<file path="config.mk">
export PLATFORM = sky130hd
export DESIGN_NAME = sys_reg_mc
export DESIGN_NICKNAME = d
export VERILOG_FILES = /design/src/rtl/sys_reg_mc_pkg.sv /design/src/rtl/sys_clk_mon.sv /design/src/rtl/sys_reg_mc.sv
export SDC_FILE = /design/constraint.sdc
export NUM_CORES = 1
export LEC_CHECK = 0
export ABC_AREA = 1
export CORE_AREA = 2 2 218 220
export DETAILED_ROUTE_END_ITERATION = 10
export DIE_AREA = 0 0 220 222
export PLACE_DENSITY = 0.7
export SLEW_MARGIN = 25
export SYNTH_ARGS = -nofsm -noshare
export SYNTH_HDL_FRONTEND = slang
export SYNTH_HIERARCHICAL = 1
export SYNTH_SLANG_ARGS = --single-unit
</file>
<file path="constraint.sdc">
create_clock -name CLK -period 1.4 [get_ports CLK]
set_input_delay 0.28 -clock CLK [delete_from_list [all_inputs] [get_ports CLK]]
set_output_delay 0.28 -clock CLK [all_outputs]
set_load 0.05 [all_outputs]
</file>
<file path="src/rtl/sys_reg_mc_pkg.sv">
// rtl/sys_reg_mc_pkg.sv - register offsets, CTRL bit positions and channel state for sys_reg_mc
package sys_reg_mc_pkg;

  localparam logic [7:0] ADR_VERSION  = 8'h00;
  localparam logic [7:0] ADR_CTRL     = 8'h04;
  localparam logic [7:0] ADR_LOSS_STS = 8'h08;
  localparam logic [7:0] ADR_IRQ_MASK = 8'h0C;
  localparam logic [7:0] ADR_SCRATCH  = 8'h10;
  localparam logic [7:0] ADR_PERIOD   = 8'h40;

  localparam int CTRL_SOFT_RST  = 0;
  localparam int CTRL_DB_CLK_EN = 8;

  typedef enum logic [1:0] {
    CH_IDLE = 2'd0,
    CH_MEAS = 2'd1,
    CH_LOST = 2'd2
  } ch_state_t;

  // Merge new_v into old_v one byte lane at a time
  function automatic logic [31:0] apply_be(input logic [31:0] old_v,
                                           input logic [31:0] new_v,
                                           input logic [3:0]  be);
    logic [31:0] v;
    for (int b = 0; b < 4; b++) v[8*b +: 8] = be[b] ? new_v[8*b +: 8] : old_v[8*b +: 8];
    return v;
  endfunction

endpackage

</file>
<file path="src/rtl/sys_clk_mon.sv">
// rtl/sys_clk_mon.sv - one clock-monitor channel: synchroniser, edge detect, period counter, loss FSM
module sys_clk_mon
  import sys_reg_mc_pkg::*;
#(
  parameter int TMO_W = 16
) (
  input  logic        CLK,
  input  logic        RST,
  input  logic        i_clk_det,
  output logic [31:0] o_period,
  output logic        o_lost
);

  localparam logic [TMO_W-1:0] CNT_MAX = '1;

  logic [2:0]       r_sync;
  ch_state_t        r_state;
  ch_state_t        w_state_nxt;
  logic [TMO_W-1:0] r_cnt;
  logic [TMO_W-1:0] r_period;
  logic             w_rise;

  // [0],[1] form the two-flop synchroniser, [2] holds the previous synced level
  assign w_rise = r_sync[1] & ~r_sync[2];

  // Synchronise the monitored clock and keep one cycle of history
  always_ff @(posedge CLK) begin
    if (RST) r_sync <= '0;
    else     r_sync <= {r_sync[1:0], i_clk_det};
  end

  // Channel state register
  always_ff @(posedge CLK) begin
    if (RST) r_state <= CH_IDLE;
    else     r_state <= w_state_nxt;
  end

  // Next state: first edge starts measuring, a saturated counter means the clock is gone
  always_comb begin
    w_state_nxt = r_state;
    case (r_state)
      CH_IDLE: if (w_rise) w_state_nxt = CH_MEAS;
      CH_MEAS: if (!w_rise && r_cnt == CNT_MAX) w_state_nxt = CH_LOST;
      CH_LOST: if (w_rise) w_state_nxt = CH_MEAS;
      default: w_state_nxt = CH_IDLE;
    endcase
  end

  // Saturating edge-to-edge counter; period is only published for a fully measured interval
  always_ff @(posedge CLK) begin
    if (RST) begin
      r_cnt    <= '0;
      r_period <= '0;
    end else begin
      if (w_rise) begin
        r_cnt <= TMO_W'(1);
        if (r_state == CH_MEAS) r_period <= r_cnt;
      end else if (r_state != CH_IDLE && r_cnt != CNT_MAX) begin
        r_cnt <= r_cnt + 1'b1;
      end
      if (r_state == CH_MEAS && w_state_nxt == CH_LOST) r_period <= '0;
    end
  end

  assign o_period = 32'(r_period);
  assign o_lost   = (r_state == CH_LOST);

endmodule

</file>
<file path="src/rtl/sys_reg_mc.sv">
// rtl/sys_reg_mc.sv - system register block with clock monitors; SYS_REG_MC_IRQ_EN enables IRQ_MASK/IRQ
module sys_reg_mc
  import sys_reg_mc_pkg::*;
#(
  parameter int          N_CLK   = 8,
  parameter int          RD_LAT  = 3,
  parameter logic [31:0] VERSION = 32'h2021_1006,
  parameter int          TMO_W   = 16
) (
  input  logic             CLK,
  input  logic             RST,
  input  logic             WREN,
  input  logic [7:0]       WADR,
  input  logic [31:0]      WDAT,
  input  logic [3:0]       WBE,
  input  logic             RDEN,
  input  logic [7:0]       RADR,
  output logic [31:0]      RDAT,
  output logic             RVLD,
  output logic             SOFT_RST,
  output logic             DB_CLK_EN,
  input  logic [N_CLK-1:0] CLK_DET,
  output logic             IRQ
);

  logic             r_wr_en;
  logic [5:0]       r_wr_word;
  logic [31:0]      r_wr_dat;
  logic [3:0]       r_wr_be;
  logic             r_soft_rst;
  logic             r_db_clk_en;
  logic [N_CLK-1:0] r_loss_sts;
  logic [31:0]      r_scratch;
  logic [31:0]      w_period [N_CLK];
  logic [N_CLK-1:0] w_lost;
  logic [7:0]       w_wr_adr;
  logic [7:0]       w_rd_adr;
  logic [31:0]      w_ctrl_cur;
  logic [31:0]      w_ctrl_new;
  logic [31:0]      w_be_dat;
  logic [N_CLK-1:0] w_loss_clr;
  logic [31:0]      w_irq_mask_rd;
  logic [31:0]      w_rd_val;
  logic [RD_LAT-2:0] r_pipe_vld;
  logic [31:0]      r_pipe_dat [RD_LAT-1];
  logic [31:0]      r_rdat;
  logic             r_rvld;
  logic             w_unused;

  genvar g;
  generate
    for (g = 0; g < N_CLK; g++) begin : g_mon
      sys_clk_mon #(.TMO_W(TMO_W)) u_mon (
        .CLK      (CLK),
        .RST      (RST),
        .i_clk_det(CLK_DET[g]),
        .o_period (w_period[g]),
        .o_lost   (w_lost[g])
      );
    end
  endgenerate

  assign w_wr_adr   = {r_wr_word, 2'b00};
  assign w_rd_adr   = {RADR[7:2], 2'b00};
  assign w_ctrl_new = apply_be(w_ctrl_cur, r_wr_dat, r_wr_be);
  assign w_be_dat   = apply_be(32'h0, r_wr_dat, r_wr_be);
  assign w_loss_clr = (r_wr_en && w_wr_adr == ADR_LOSS_STS) ? w_be_dat[N_CLK-1:0] : '0;

  // Current CTRL word assembled from its two implemented bits
  always_comb begin
    w_ctrl_cur = '0;
    w_ctrl_cur[CTRL_SOFT_RST]  = r_soft_rst;
    w_ctrl_cur[CTRL_DB_CLK_EN] = r_db_clk_en;
  end

  // Write stage: one register slice in front of the register file
  always_ff @(posedge CLK) begin
    if (RST) begin
      r_wr_en   <= 1'b0;
      r_wr_word <= '0;
      r_wr_dat  <= '0;
      r_wr_be   <= '0;
    end else begin
      r_wr_en   <= WREN;
      r_wr_word <= WADR[7:2];
      r_wr_dat  <= WDAT;
      r_wr_be   <= WBE;
    end
  end

  // Register file; loss status set wins over a same-cycle clear
  always_ff @(posedge CLK) begin
    if (RST) begin
      r_soft_rst  <= 1'b0;
      r_db_clk_en <= 1'b0;
      r_scratch   <= '0;
      r_loss_sts  <= '0;
    end else begin
      if (r_wr_en && w_wr_adr == ADR_CTRL) begin
        r_soft_rst  <= w_ctrl_new[CTRL_SOFT_RST];
        r_db_clk_en <= w_ctrl_new[CTRL_DB_CLK_EN];
      end
      if (r_wr_en && w_wr_adr == ADR_SCRATCH) r_scratch <= apply_be(r_scratch, r_wr_dat, r_wr_be);
      r_loss_sts <= (r_loss_sts & ~w_loss_clr) | w_lost;
    end
  end

`ifdef SYS_REG_MC_IRQ_EN
  logic [N_CLK-1:0] r_irq_mask;
  logic             r_irq;
  logic [31:0]      w_mask_new;
  logic             w_unused_mask;

  assign w_mask_new    = apply_be(32'(r_irq_mask), r_wr_dat, r_wr_be);
  assign w_unused_mask = ^w_mask_new;

  // Interrupt mask, all channels masked out of reset
  always_ff @(posedge CLK) begin
    if (RST)                                   r_irq_mask <= '1;
    else if (r_wr_en && w_wr_adr == ADR_IRQ_MASK) r_irq_mask <= w_mask_new[N_CLK-1:0];
  end

  // Registered interrupt from unmasked loss status
  always_ff @(posedge CLK) begin
    if (RST) r_irq <= 1'b0;
    else     r_irq <= |(r_loss_sts & ~r_irq_mask);
  end

  assign IRQ           = r_irq;
  assign w_irq_mask_rd = 32'(r_irq_mask);
`else
  assign IRQ           = 1'b0;
  assign w_irq_mask_rd = '0;
`endif

  // Read address decode on the RDEN cycle; unmapped addresses read 0
  always_comb begin
    w_rd_val = '0;
    case (w_rd_adr)
      ADR_VERSION:  w_rd_val = VERSION;
      ADR_CTRL:     w_rd_val = w_ctrl_cur;
      ADR_LOSS_STS: w_rd_val = 32'(r_loss_sts);
      ADR_IRQ_MASK: w_rd_val = w_irq_mask_rd;
      ADR_SCRATCH:  w_rd_val = r_scratch;
      default: begin
        for (int i = 0; i < N_CLK; i++)
          if (w_rd_adr == ADR_PERIOD + 8'(4 * i)) w_rd_val = w_period[i];
      end
    endcase
  end

  // Read pipeline: RD_LAT-1 internal stages then the RDAT/RVLD output stage
  always_ff @(posedge CLK) begin
    if (RST) begin
      r_pipe_vld <= '0;
      for (int i = 0; i < RD_LAT - 1; i++) r_pipe_dat[i] <= '0;
      r_rvld <= 1'b0;
      r_rdat <= '0;
    end else begin
      r_pipe_vld[0] <= RDEN;
      r_pipe_dat[0] <= w_rd_val;
      for (int i = 1; i < RD_LAT - 1; i++) begin
        r_pipe_vld[i] <= r_pipe_vld[i-1];
        r_pipe_dat[i] <= r_pipe_dat[i-1];
      end
      r_rvld <= r_pipe_vld[RD_LAT-2];
      if (r_pipe_vld[RD_LAT-2]) r_rdat <= r_pipe_dat[RD_LAT-2];
    end
  end

  assign RDAT      = r_rdat;
  assign RVLD      = r_rvld;
  assign SOFT_RST  = r_soft_rst;
  assign DB_CLK_EN = r_db_clk_en;
  assign w_unused  = ^{WADR[1:0], RADR[1:0], w_ctrl_new, w_be_dat};

endmodule

</file>
Word-level counts from Yosys, hierarchy flattened
Memories as Yosys holds them, arrays and structs flattened. A register that Yosys moved wholly into a read port is not among the register bits.
Cells that the tools add are included.
- add/sub/neg operators: 8
- $mul: 0
- divide/modulo/power cells: 0
- order comparisons: 0
- equal/unequal tests: 55
- shift operators: 0
- multiplexer cells: 56
- bitwise gates (word level): 21
- reduce and logical (&&, ||, !) cells: 98
- operator list (operator ; count):
    $mux 32 ; 9
    $pmux 32 s5 ; 1
    $add 16x1->16 const B ; 8
    $eq 16x16->1 const B ; 8
    $ne 16x16->1 const B ; 8
    $eq 6x5->1 const B ; 8
    $reduce_or 2->1 ; 24
    $eq 2x2->1 const B ; 16
    $mux 2 ; 16
    $pmux 2 s2 ; 8
    $reduce_bool 2->1 ; 16
    $reduce_and 2->1 ; 14
    $logic_and 1x1->1 ; 27
    $mux 1 ; 19
    $eq 6x2->1 const B ; 3
    $eq 2x1->1 const B ; 8
    $logic_not 2->1 ; 8
    $mux 16 ; 1
    $mux 8 ; 2
    $eq 6x1->1 const B ; 2
    $eq 6x3->1 const B ; 2
    $and 1x1->1 ; 8
    $and 8x8->8 ; 1
    $logic_not 1->1 ; 8
    5 further kinds ; 13
- flip-flop bits (word level): 384
- bits in latches: 0
- RAM bits: 64
- bits in read-only memories: 0
- bits of input ports: 64
- logic and storage cells: 292
- memories: 1
- memory list (name ; words ; width ; read ports ; clocked after memory_dff ; wr ports ; line ; RTL):
    r_pipe_dat ; 2 ; 32 ; 2 ; 1 ; 2 ; sys_reg_mc.sv:45 ; logic [31:0] r_pipe_dat [RD_LAT-1];

Longest topological paths before layout
Gate-level depths: netlist (run 1).
- depth after elaboration: 11
- gate-level depth with buffers: 12

By module
The synthesis (run 1) kept the hierarchy.
- by module, submodules not included (module ; instances ; cells each ; area an instance (sq um)):
    sys_clk_mon (g_mon[0].u_mon ...) ; 7 ; 279 ; 1993.2
    sys_reg_mc ; 1 ; 1275 ; 8445.6
    sys_clk_mon (g_mon[7].u_mon) ; 1 ; 292 ; 1994.4

Worst setup path before layout (run 1)
OpenSTA, ideal clock, no wires.
- path type: register to register
- start point: reg g_mon[7].u_mon.r_cnt[1]
- end point: reg g_mon[7].u_mon.r_period[0]
- library setup time: 0.110 ns
- data arrival time: 1.413 ns
- required time: 1.290 ns
- setup slack: -0.122 ns
- stages on the path, launching flop included: 12
- path through: dfxtp_1 > ha_1 > nand3_1 > inv_1 > nand2_2 > inv_2 > nand2_4 > nor2_4 > nand2_2 > nand2_4 > buf_12 > nor2_2
- word-level cells in the longest chain between the ends: 7
- RTL lines (element ; line ; RTL):
    start: declaration ; sys_clk_mon.sv:19 ; logic [TMO_W-1:0] r_cnt;
    start signal: assignment ; sys_clk_mon.sv:59 ; r_cnt <= r_cnt + 1'b1;
    $eq 16x16->1 ; sys_clk_mon.sv:43 ; CH_MEAS: if (!w_rise && r_cnt == CNT_MAX) w_state_nxt = CH_LOST;
    $logic_and 1x1->1 ; sys_clk_mon.sv:43 ;
    $mux 2 ; sys_clk_mon.sv:43 ;
    $pmux 2 s2 ; sys_clk_mon.sv:41 ; case (r_state)
    $eq 2x2->1 ; sys_clk_mon.sv:61 ; if (r_state == CH_MEAS && w_state_nxt == CH_LOST) r_period <= '0;
    $logic_and 1x1->1 ; sys_clk_mon.sv:61 ;
    $reduce_or 2->1 (no line) ; - ;
    end signal: assignment ; sys_clk_mon.sv:57 ; if (r_state == CH_MEAS) r_period <= r_cnt;
    end: declaration ; sys_clk_mon.sv:20 ; logic [TMO_W-1:0] r_period;
No other way between the ends.
A chain may end at the register's enable or synchronous reset.

Worst setup path after layout (run 1)
- start point: reg g_mon[7].u_mon.r_cnt[0]
- end point: reg g_mon[7].u_mon.r_cnt[2]
- word-level cells in the longest chain between the ends: 2
- elaborated cells between the ends (all ways): 3
- classes of those cells: add/sub (1); eq/ne (1); reduce/logical (1)
- RTL lines (element):
    branches (longest 2 deep; another with $add 16x1->16)
Several ways; the timed one is not identified.

==> results.yml, run 1 <==
run_status:
  status: "complete, but fails checks"
  violations: "setup timing"
synthesis:
  synth.most_common_cell: "nand2_1"
  synthCells: 3520
  yosys_warnings: 6
  ys_ff_latch: 480
  synth.distinct_cells: 37
  synth_edf_count: 0
  avgSynthCellArea_um2: 6.930
  yosysTopAreaCell: "dfxtp_1"
  synth_commonest_cells: "nand2_1 (823), nor2_1 (549), dfxtp_1 (480)"
  seq_area_frac_synth_pct: 39.39
  synthesis.area_um2: 24390
  synthArstFlopShare_pct: 0
  ys.flop_type: "dfxtp_1"
  synth.top_cell.area_share_pct: 39.39
  synth_area_leaders: "dfxtp_1 (39%), nand2_1 (13%), nor2_1 (8.4%)"
detailed_routing:
  first_iter_violations: 1772
  drc_errors: 0
  antenna_left: 0
  dr.pass1.iters: 5
  wirelength_um: 67630
  drt-wirelength-per-cell_um: 14.85
  vias: 22850
  viasPerCell: 5.017
hold_path:
  hp-class: "in2reg"
pwr:
  power-per-cell-area_nw_per_um2: 1000
  vdd.ir_drop.worst_mv: 0.9319
  switching_power_uw: 7491
  p_comb_share_pct: 7.5
  netSwitchingFraction_pct: 23.86
  p_leak_uw: 0.01274
  clkPwrFrac_pct: 47.8
  seq_power_share_pct: 44.7
  report.power.total_uw: 31390
  p_int_uw: 23900
cells_and_area:
  final_util_pct: 67.83
  area_growth_pct: 28.64
  nFillCells: 3867
  layout.nets: 3977
  drive_above_1_share_pct: 27.55
die:
  core_area_um2: 46260
  die_w_um: 220
  ios: 100
  start_util_pct: 52.73
  dieArea_um2: 48840
  rows: 79
  die_h_um: 222
clocking:
  tritoncts: "done"
  clockBufferDepth: 3
  path_clk_slew_ns: 0.07
  clock-sinks: 480
  cts.htree.levels: 2
  cts_root_buf: "clkbuf_16"
  clk_latency_ns: 0.61
  cts_made_buffers: 50
timing:
  fin_skew_ns: 0.01595
  period_share_pct: 101.8
  setup_viol: 1
  slew_headroom_pct: 58.39
  fmax_mhz: 701.7
  worstMarginPinSlew_ns: 0.6234
  setup_slack_ns: -0.02518
  period_needed_ns: 1.425
  rsz0062_at_grt: "true"
  finalHoldViolations: 0
  timing.final.max_slew_violations: 0
worst_setup_path:
  cp-end-kind: "flip-flop"
  critPathMaxFanout: 7
  critPathKind: "reg2reg"
  crit_arrival_ns: 1.94
  cp.required_ns: 1.91
  worst_setup_path_start_kind: "flip-flop"
global_routing:
  grt-ovfl-total: 0
  antenna_found_initial: 2
  grt_max_degree: 46
  grt_pass1_wl_um: 104800
  grt_pass1_vias: 20600
  grt_util_all_layers_pct: 26.47
run:
  cap_viol_max_count: 0
placed_design:
  routabilityCongestion: 0.9248
  hpwl_um: 47830
  numPortBuffers: 94
[power by group through the flow]
| stage | registers, uW | clock network (uW) | logic (uW) |
|---|---|---|---|
| 5_1_grt | 14100 | 15700 | 2580 |
| 6_report | 14000 | 15000 | 2360 |
| 3_3_place_gp | 14300 | 0 | 2110 |
| 2_1_floorplan | 14400 | 0 | 1400 |
| 4_1_cts | 14000 | 15200 | 2190 |
| 3_5_place_dp | 14300 | 0 | 2120 |
[cell type report]
| cell class | instances | area (um2) | area share, % |
|---|---|---|---|
| Antenna cell | 2 | 5.005 | 0.01595 |
| Clock buffer | 60 | 1380 | 4.398 |
| Clock inverter | 32 | 481.7 | 1.535 |
| Inverter | 379 | 1441 | 4.593 |
| Multi-Input combinational cell | 2520 | 13100 | 41.74 |
| Sequential cell | 480 | 9772 | 31.14 |
| Tap cell | 607 | 759.5 | 2.420 |
| Timing Repair Buffer | 474 | 4441 | 14.15 |
[registers in the layout, indices dropped and copies added, names as in the netlist, 8 cells and up]
register              cells
r_wr_dat                 32
r_scratch                32
g_mon.u_mon/r_sync       24
r_pipe_dat               64
RDAT                     32
g_mon.u_mon/r_cnt       128
r_loss_sts                8
g_mon.u_mon/r_period    128
g_mon.u_mon/r_state      16
[critical path, cell delays in order, from the launching register on]
cell,delay [ns]
dfxtp_2,0.36
ha_4,0.15
nand3_4,0.08
inv_4,0.08
nand2_4,0.06
inv_4,0.07
nand2_4,0.05
buf_6,0.15
nand2_8,0.09
nand2_1,0.07
a21oi_1,0.17
[stage by stage]
| stage | instance area (um2) | cells | hold slack [ns] | setup WS [ns] | TNS (ns) |
|---|---|---|---|---|---|
| global placement | 27930 | 4412 | 0.3890 | -0.6268 | -22.56 |
| CTS | 30110 | 4511 | 0.1547 | -0.06533 | -0.2216 |
| finish | 31380 | 4554 | 0.1732 | -0.02518 | -0.02518 |
| global route | 31380 | 4554 | 0.1781 | -0.08602 | -3.430 |
| detailed placement | 27930 | 4412 | 0.3924 | -0.6656 | -24.73 |
| floorplan | 24980 | 3640 | 0.3450 | 0.002279 | 0 |
[layer usage]
metal / GRT usage [%] / part of all wire [%] / vias to the layer above
met5: 0 / 0 / -
met4: 8.898 / 3.3 / 0
met3: 4.321 / 6.1 / 141
met2: 42.73 / 46 / 629
met1: 35.83 / 45 / 10450
li1: - / - / 11630
[worst paths after layout]
kind | start | endpoint | slack, ns | cells past startpoint
max | g_mon[7].u_mon/r_cnt[0] | g_mon[7].u_mon/r_cnt[2] | -0.03 | 10
min | WADR[2] | r_wr_word[0] | 0.17 | 3
max reg2reg | g_mon[7].u_mon/r_cnt[0] | g_mon[7].u_mon/r_cnt[2] | -0.03 | 10
min reg2reg | g_mon[7].u_mon/r_sync[0] | g_mon[7].u_mon/r_sync[1] | 0.39 | 2
[cells in the final DEF, fill, tap and decap left out, types with 8 or more instances in the layout]
cell type / n
nand2_1: 768
nor2_1: 487
dfxtp_1: 368
buf_4: 339
inv_1: 329
nand3_1: 254
a21oi_1: 176
conb_1: 129
a21oi_2: 111
dfxtp_2: 103
o21ai_0: 97
nand4_1: 91
nand2_2: 88
nor2_2: 62
nor2_4: 62
buf_12: 52
clkdlybuf4s50_1: 52
clkbuf_16: 51
inv_2: 45
o21ai_1: 31
nand2_4: 25
buf_6: 22
xnor2_1: 21
nand2_8: 19
xor2_1: 19
nor3_1: 15
o21ai_2: 12
bufinv_16: 11
clkinv_2: 10
dfxtp_4: 9
nand3_4: 9
or2_2: 9
ha_4: 8
[timing repair]
| item | 4_1_cts | 5_1_grt |
|---|---|---|
| hold endpoints to repair | 1 | 0 |
| pin swaps | 10 | 92 |
| hold buffers | 1 | 0 |
| endpoints found under the setup margin | 271 | 332 |
| gates resized for setup | 92 | 336 |
| setup buffers | 5 | 36 |
| gates cloned | 1 | 7 |
[cell families (layout without fill, tap and decap cells)]
group / Yosys count / after routing / synth area share (%)
AOI/OAI and AO/OA: 433 / 433 / 10.02
xor gates and xnor gates: 40 / 40 / 1.436
adders and majority gates: 8 / 8 / 0.4104
buffers and inverters: 647 / 945 / 13.39
DFF: 480 / 480 / 39.39
muxes: 3 / 3 / 0.1385
other: 9 / 131 / 0.1385
and+or+nand+nor: 1900 / 1907 / 35.07
No activity file was read; power rests on OpenSTA's default activity.
==> inputs of run 2 (changes only) <==
ABC_CLOCK_PERIOD_IN_PS = 1400   (was default)
CTS_CLUSTER_SIZE = 40   (was default)
==> results.yml, run 2 (synthesized netlist as in run 1, its figures left out) <==
die:
  core_area_um2: 46260
  start_util_pct: 52.73
  ios: 100
  rows: 79
  die_h_um: 222
  dieArea_um2: 48840
  die_w_um: 220
timing:
  period_share_pct: 101.5
  period_needed_ns: 1.421
  setup_viol: 6
  fin_skew_ns: 0.02669
  fmax_mhz: 703.6
  finalHoldViolations: 0
  setup_slack_ns: -0.02136
  timing.final.max_slew_violations: 0
  slew_headroom_pct: 57.29
  whs_ns: 0.1686
  worstMarginPinSlew_ns: 0.6400
  rsz0062_at_grt: "true"
clocking:
  cts_root_buf: "clkbuf_16"
  cts.htree.levels: 2
  cts_made_buffers: 50
  clk_latency_ns: 0.61
  clock-sinks: 480
  path_clk_slew_ns: 0.07
  clockBufferDepth: 3
  tritoncts: "done"
cells_and_area:
  drive_above_1_share_pct: 27.81
  layout.nets: 3980
  mostFrequentLayoutCells: "nand2_1 (773), nor2_1 (483), dfxtp_1 (364)"
  area_growth_pct: 28.84
  regArea_um2: 9777
  largestRegisters: "g_mon.u_mon/r_cnt: 128 flops, g_mon.u_mon/r_period: 128 flops, r_pipe_dat: 64 flops"
  nFillCells: 3854
  instances_no_fill: 4557
  multi_input_area_um2: 13160
  final_common_cell: "nand2_1"
placed_design:
  hpwl_um: 47830
  dp_cells: 4412
  routabilityCongestion: 0.9248
  numPortBuffers: 94
worst_setup_path:
  cp.required_ns: 1.84
  cp-end-kind: "flip-flop"
  r2r_end: "g_mon[7].u_mon/r_period[5]"
  regToRegStartpoint: "g_mon[7].u_mon/r_cnt[9]"
  worst_setup_path_start_kind: "primary input"
  reg2reg_depth: 9
  critPathMaxFanout: 26
  critPathLaunch: "RST"
  critPathKind: "in2reg"
  crit_arrival_ns: 1.86
  rrSetupSlack_ns: 0
detailed_routing:
  wirelength_um: 68320
  antenna_left: 0
  vias: 23000
  viasPerCell: 5.047
  dr.pass1.iters: 7
  drc_errors: 0
  first_iter_violations: 1901
  drt-wirelength-per-cell_um: 14.99
global_routing:
  grt_util_all_layers_pct: 26.74
  grt_pass1_vias: 20730
  grt-ovfl-total: 0
  antenna_found_initial: 2
  grt_pass1_wl_um: 105800
  grt_max_degree: 46
run_status:
  violations: "setup timing"
  status: "complete, but fails checks"
run:
  cap_viol_max_count: 0
pwr:
  vdd.ir_drop.worst_mv: 0.9298
  p_leak_uw: 0.01280
  power-per-cell-area_nw_per_um2: 994.7
hold_path:
  min-delay-start: "WADR[2]"
  whs_endpoint: "r_wr_word[0]"
  hp-class: "in2reg"
  hold_depth: 3
[run 2: cell count changes in the layout (fill, tap and decap cells not counted), moves of 3 or more]
cell / change
nand2_2: -9
nand2_4: +9
a21oi_1: -6
a21oi_2: +6
nand2_1: +5
nor2_2: +5
dfxtp_1: -4
dfxtp_2: +4
nor2_1: -4
o21ai_0: +3
o21ai_2: -3
[run 2: layout make-up]
type	count	share of cell area [%]
Timing Repair Buffer	473	14.13
Timing Repair inverter	1	0.02389
Antenna cell	2	0.01593
Multi-Input combinational cell	2523	41.87
Tap cell	607	2.417
Clock inverter	32	1.505
Inverter	379	4.579
Sequential cell	480	31.11
Clock buffer	60	4.356
[run 2: repair_timing]
action	CTS	global route
resized for setup	96	340
endpoints found under the hold margin	1	0
buffers inserted	5	35
setup endpoints to repair	265	337
pin swaps	14	99
hold buffers	1	0
gates cloned	4	7
[run 2: stage by stage]
step                setup WS [ns]  setup TNS (ns)  utilization [%]  instance area, um2  power (uW)
CTS                      -0.06362         -0.1856            65.14               30130       31300
global placement          -0.6268          -22.56            60.37               27930       16450
global route             -0.07124          -3.713            67.94               31430       32220
floorplan                0.002279               0                -               24980       15850
finish                   -0.02136        -0.04131            67.94               31430       31260
detailed placement        -0.6656          -24.73            60.37               27930       16460
[run 2: critical path, cell delays in order]
cell           delay [ns]
dlygate4sd3_1        0.54
buf_6                0.16
buf_12               0.20
nor2_1               0.08
inv_1                0.48
a21oi_1              0.09
[run 2: metal layers]
layer / GRT usage [%] / routed length [um] / vias up
li1: - / - / 11640
met1: 36.19 / 30570 / 10520
met2: 43.29 / 31290 / 697
met3: 4.362 / 4251 / 144
met4: 8.746 / 2206 / 0
met5: 0 / 0 / -
[run 2: how the worst max path moves through the flow]
stage / slack [ns] / to / cells past startpoint
CTS: -0.06 / DB_CLK_EN / 1
detailed placement: -0.67 / r_pipe_dat[0][0] / 11
floorplan: 0.002 / g_mon[0].u_mon/r_period[0] / 9
finish: -0.02 / g_mon[5].u_mon/r_cnt[6] / 6
global route: -0.07 / g_mon[5].u_mon/r_cnt[3] / 6
global placement: -0.63 / r_pipe_dat[0][2] / 11
[run 2: power by group]
group	internal, uW	switching (uW)
Combinational	912	1450
Clock	9020	5840
Sequential	13900	159
==> inputs of run 3 (changes only) <==
ABC_AREA = default   (was 1)
CORE_AREA = 2 2 208 210   (was 2 2 218 220)
DIE_AREA = 0 0 210 212   (was 0 0 220 222)
PLACE_DENSITY = 0.71   (was 0.7)
==> results.yml, run 3 <==
clocking:
  clk_latency_ns: 0.60
  cts_made_buffers: 50
  clockBufferDepth: 3
  path_clk_slew_ns: 0.07
  cts_root_buf: "clkbuf_16"
  cts.htree.levels: 2
  tritoncts: "done"
  clock-sinks: 480
timing:
  setup_slack_ns: -0.3708
  setup_viol: 274
  finalHoldViolations: 0
  setup_tns_ns: -45.76
  period_needed_ns: 1.771
  rsz0062_at_grt: "true"
  worstMarginPinSlew_ns: 0.6659
  slew_headroom_pct: 55.56
  fmax_mhz: 564.7
  timing.final.max_slew_violations: 0
  period_share_pct: 126.5
  fin_skew_ns: 0.01785
cells_and_area:
  layout.nets: 3065
  largestRegisters: "g_mon.u_mon/r_cnt: 128 flops, g_mon.u_mon/r_period: 128 flops, r_pipe_dat: 64 flops"
  final_common_cell: "buf_4"
  instances_no_fill: 3581
  area_growth_pct: 45.23
  nFillCells: 2657
  multi_input_area_um2: 13590
  mostFrequentLayoutCells: "buf_4 (421), dfxtp_1 (347), nand2_1 (332)"
  final_util_pct: 75.93
  regArea_um2: 9816
  drive_above_1_share_pct: 46.65
  finalInstanceArea_um2: 32270
die:
  rows: 76
  die_w_um: 210
  core_area_um2: 42510
  ios: 100
  die_h_um: 212
  start_util_pct: 52.28
  dieArea_um2: 44520
placed_design:
  dp_cells: 3362
  pre_cts_ws_ns: -0.8687
  place_area_um2: 27150
  numPortBuffers: 94
  routabilityCongestion: 0.9220
  hpwl_um: 46310
synthesis:
  synth.most_common_cell: "dfxtp_1"
  synth_commonest_cells: "dfxtp_1 (480), nand2_1 (344), a21oi_1 (201)"
  synthesis.area_um2: 22220
  synth.top_cell.area_share_pct: 43.24
  synth_area_leaders: "dfxtp_1 (43%), nand2_1 (5.8%), buf_4 (4.6%)"
  synth.distinct_cells: 75
  ys_ff_latch: 480
  yosys_warnings: 6
  ys.flop_type: "dfxtp_1"
  yosysTopAreaCell: "dfxtp_1"
  synthArstFlopShare_pct: 0
  avgSynthCellArea_um2: 9.157
  synthCells: 2427
  synth_edf_count: 0
  seq_area_frac_synth_pct: 43.24
detailed_routing:
  vias: 20900
  drc_errors: 0
  viasPerCell: 5.836
  first_iter_violations: 1600
  drt-wirelength-per-cell_um: 20.48
  dr.pass1.iters: 5
  wirelength_um: 73320
  antenna_left: 0
worst_setup_path:
  regToRegStartpoint: "g_mon[4].u_mon/r_state[1]"
  reg2reg_depth: 5
  r2r_end: "g_mon[4].u_mon/r_cnt[11]"
  critPathKind: "reg2reg"
  cp.required_ns: 1.86
  rrSetupSlack_ns: -0.37
  worst_setup_path_start_kind: "flip-flop"
  critPathMaxFanout: 7
  crit_arrival_ns: 2.23
  cp-end-kind: "flip-flop"
run_status:
  status: "complete, but fails checks"
  violations: "setup timing"
hold_path:
  min-delay-start: "RST"
  hold_depth: 2
  whs_endpoint: "g_mon[1].u_mon/r_sync[0]"
  hp-class: "in2reg"
run:
  cap_viol_max_count: 0
global_routing:
  grt_pass1_wl_um: 108000
  grt_max_degree: 61
  grt_util_all_layers_pct: 30.21
  grt_pass1_vias: 20680
  grt-ovfl-total: 0
  antenna_found_initial: 2
pwr:
  p_leak_uw: 0.01256
  vdd.ir_drop.worst_mv: 0.7479
  power-per-cell-area_nw_per_um2: 924.8
==> run 3: changes by cell type in the layout (fill, tap and decap cells not counted), sizes merged, moves of 48 or more <==
cell / previous run / this run
nand4: 91 / 43
inv: 380 / 23
mux2i: 0 / 69
o21ai: 140 / 92
buf: 413 / 592
nor2: 618 / 107
nor2b: 0 / 129
or3: 0 / 72
nand3: 265 / 67
nand2: 903 / 351
==> run 3: critical path, stage by stage, from the launching register on <==
cell and delay, ns:
dfxtp_1 0.51, o2111a_2 0.36, nand3_4 0.13, buf_6 0.15, o31ai_1 0.37, a21oi_2 0.12
==> run 3: layout make-up <==
cell class	instances	share of cell area (%)
Clock inverter	31	0.9847
Antenna cell	2	0.01551
Sequential cell	480	30.41
Tap cell	546	2.117
Inverter	20	0.2326
Timing Repair Buffer	652	19.84
Clock buffer	61	4.288
Multi-Input combinational cell	1789	42.11
==> run 3: how the worst max path moves through the flow <==
stage                               from                        to  slack [ns]  cells past startpoint
2_1_floorplan    g_mon[7].u_mon/r_cnt[1]  g_mon[7].u_mon/r_cnt[10]       -0.15                      5
3_3_place_gp                     RADR[5]          r_pipe_dat[0][4]       -0.72                      5
3_5_place_dp                     RADR[5]          r_pipe_dat[0][4]       -0.87                      5
4_1_cts          g_mon[7].u_mon/r_cnt[0]  g_mon[7].u_mon/r_cnt[10]       -0.23                      5
5_1_grt        g_mon[4].u_mon/r_state[1]  g_mon[4].u_mon/r_cnt[11]       -0.41                      5
6_report       g_mon[4].u_mon/r_state[1]  g_mon[4].u_mon/r_cnt[11]       -0.37                      5
==> run 3: logic make-up after synthesis <==
kind of cell / synth area share, %
flops: 43.24
mux: 7.060
buf+inv: 8.321
other cells: 0.1520
fa+ha+maj: 0.4504
simple gates: 22.87
compound gates: 17.90
==> run 3: metal layers <==
| metal | vias up | routed length (um) | GRT usage [%] |
|---|---|---|---|
| met1 | 10170 | 28810 | 35.93 |
| met3 | 239 | 4577 | 5.081 |
| li1 | 9668 | - | - |
| met2 | 820 | 35990 | 53.79 |
| met4 | 0 | 3935 | 13.26 |
| met5 | - | 0 | 0 |
==> run 3: repair_timing <==
action,CTS,global route
endpoints found under the setup margin,350,323
gates cloned,14,3
pin swaps,173,145
resized for setup,353,249
setup buffers,82,39
hold buffers,0,0
==> run 3: through the flow <==
step / hold WS (ns) / total power (uW)
5_1_grt: 0.1147 / 30700
4_1_cts: 0.09902 / 29810
3_3_place_gp: 0.4180 / 15970
6_report: 0.1183 / 29850
3_5_place_dp: 0.4247 / 16010
2_1_floorplan: 0.3420 / 15470
==> run 3: report_power, final <==
| part | total (uW) | switching [uW] | internal, uW |
|---|---|---|---|
| logic | 2130 | 1110 | 1020 |
| clock network | 13800 | 5810 | 7990 |
| registers | 13900 | 121 | 13800 |
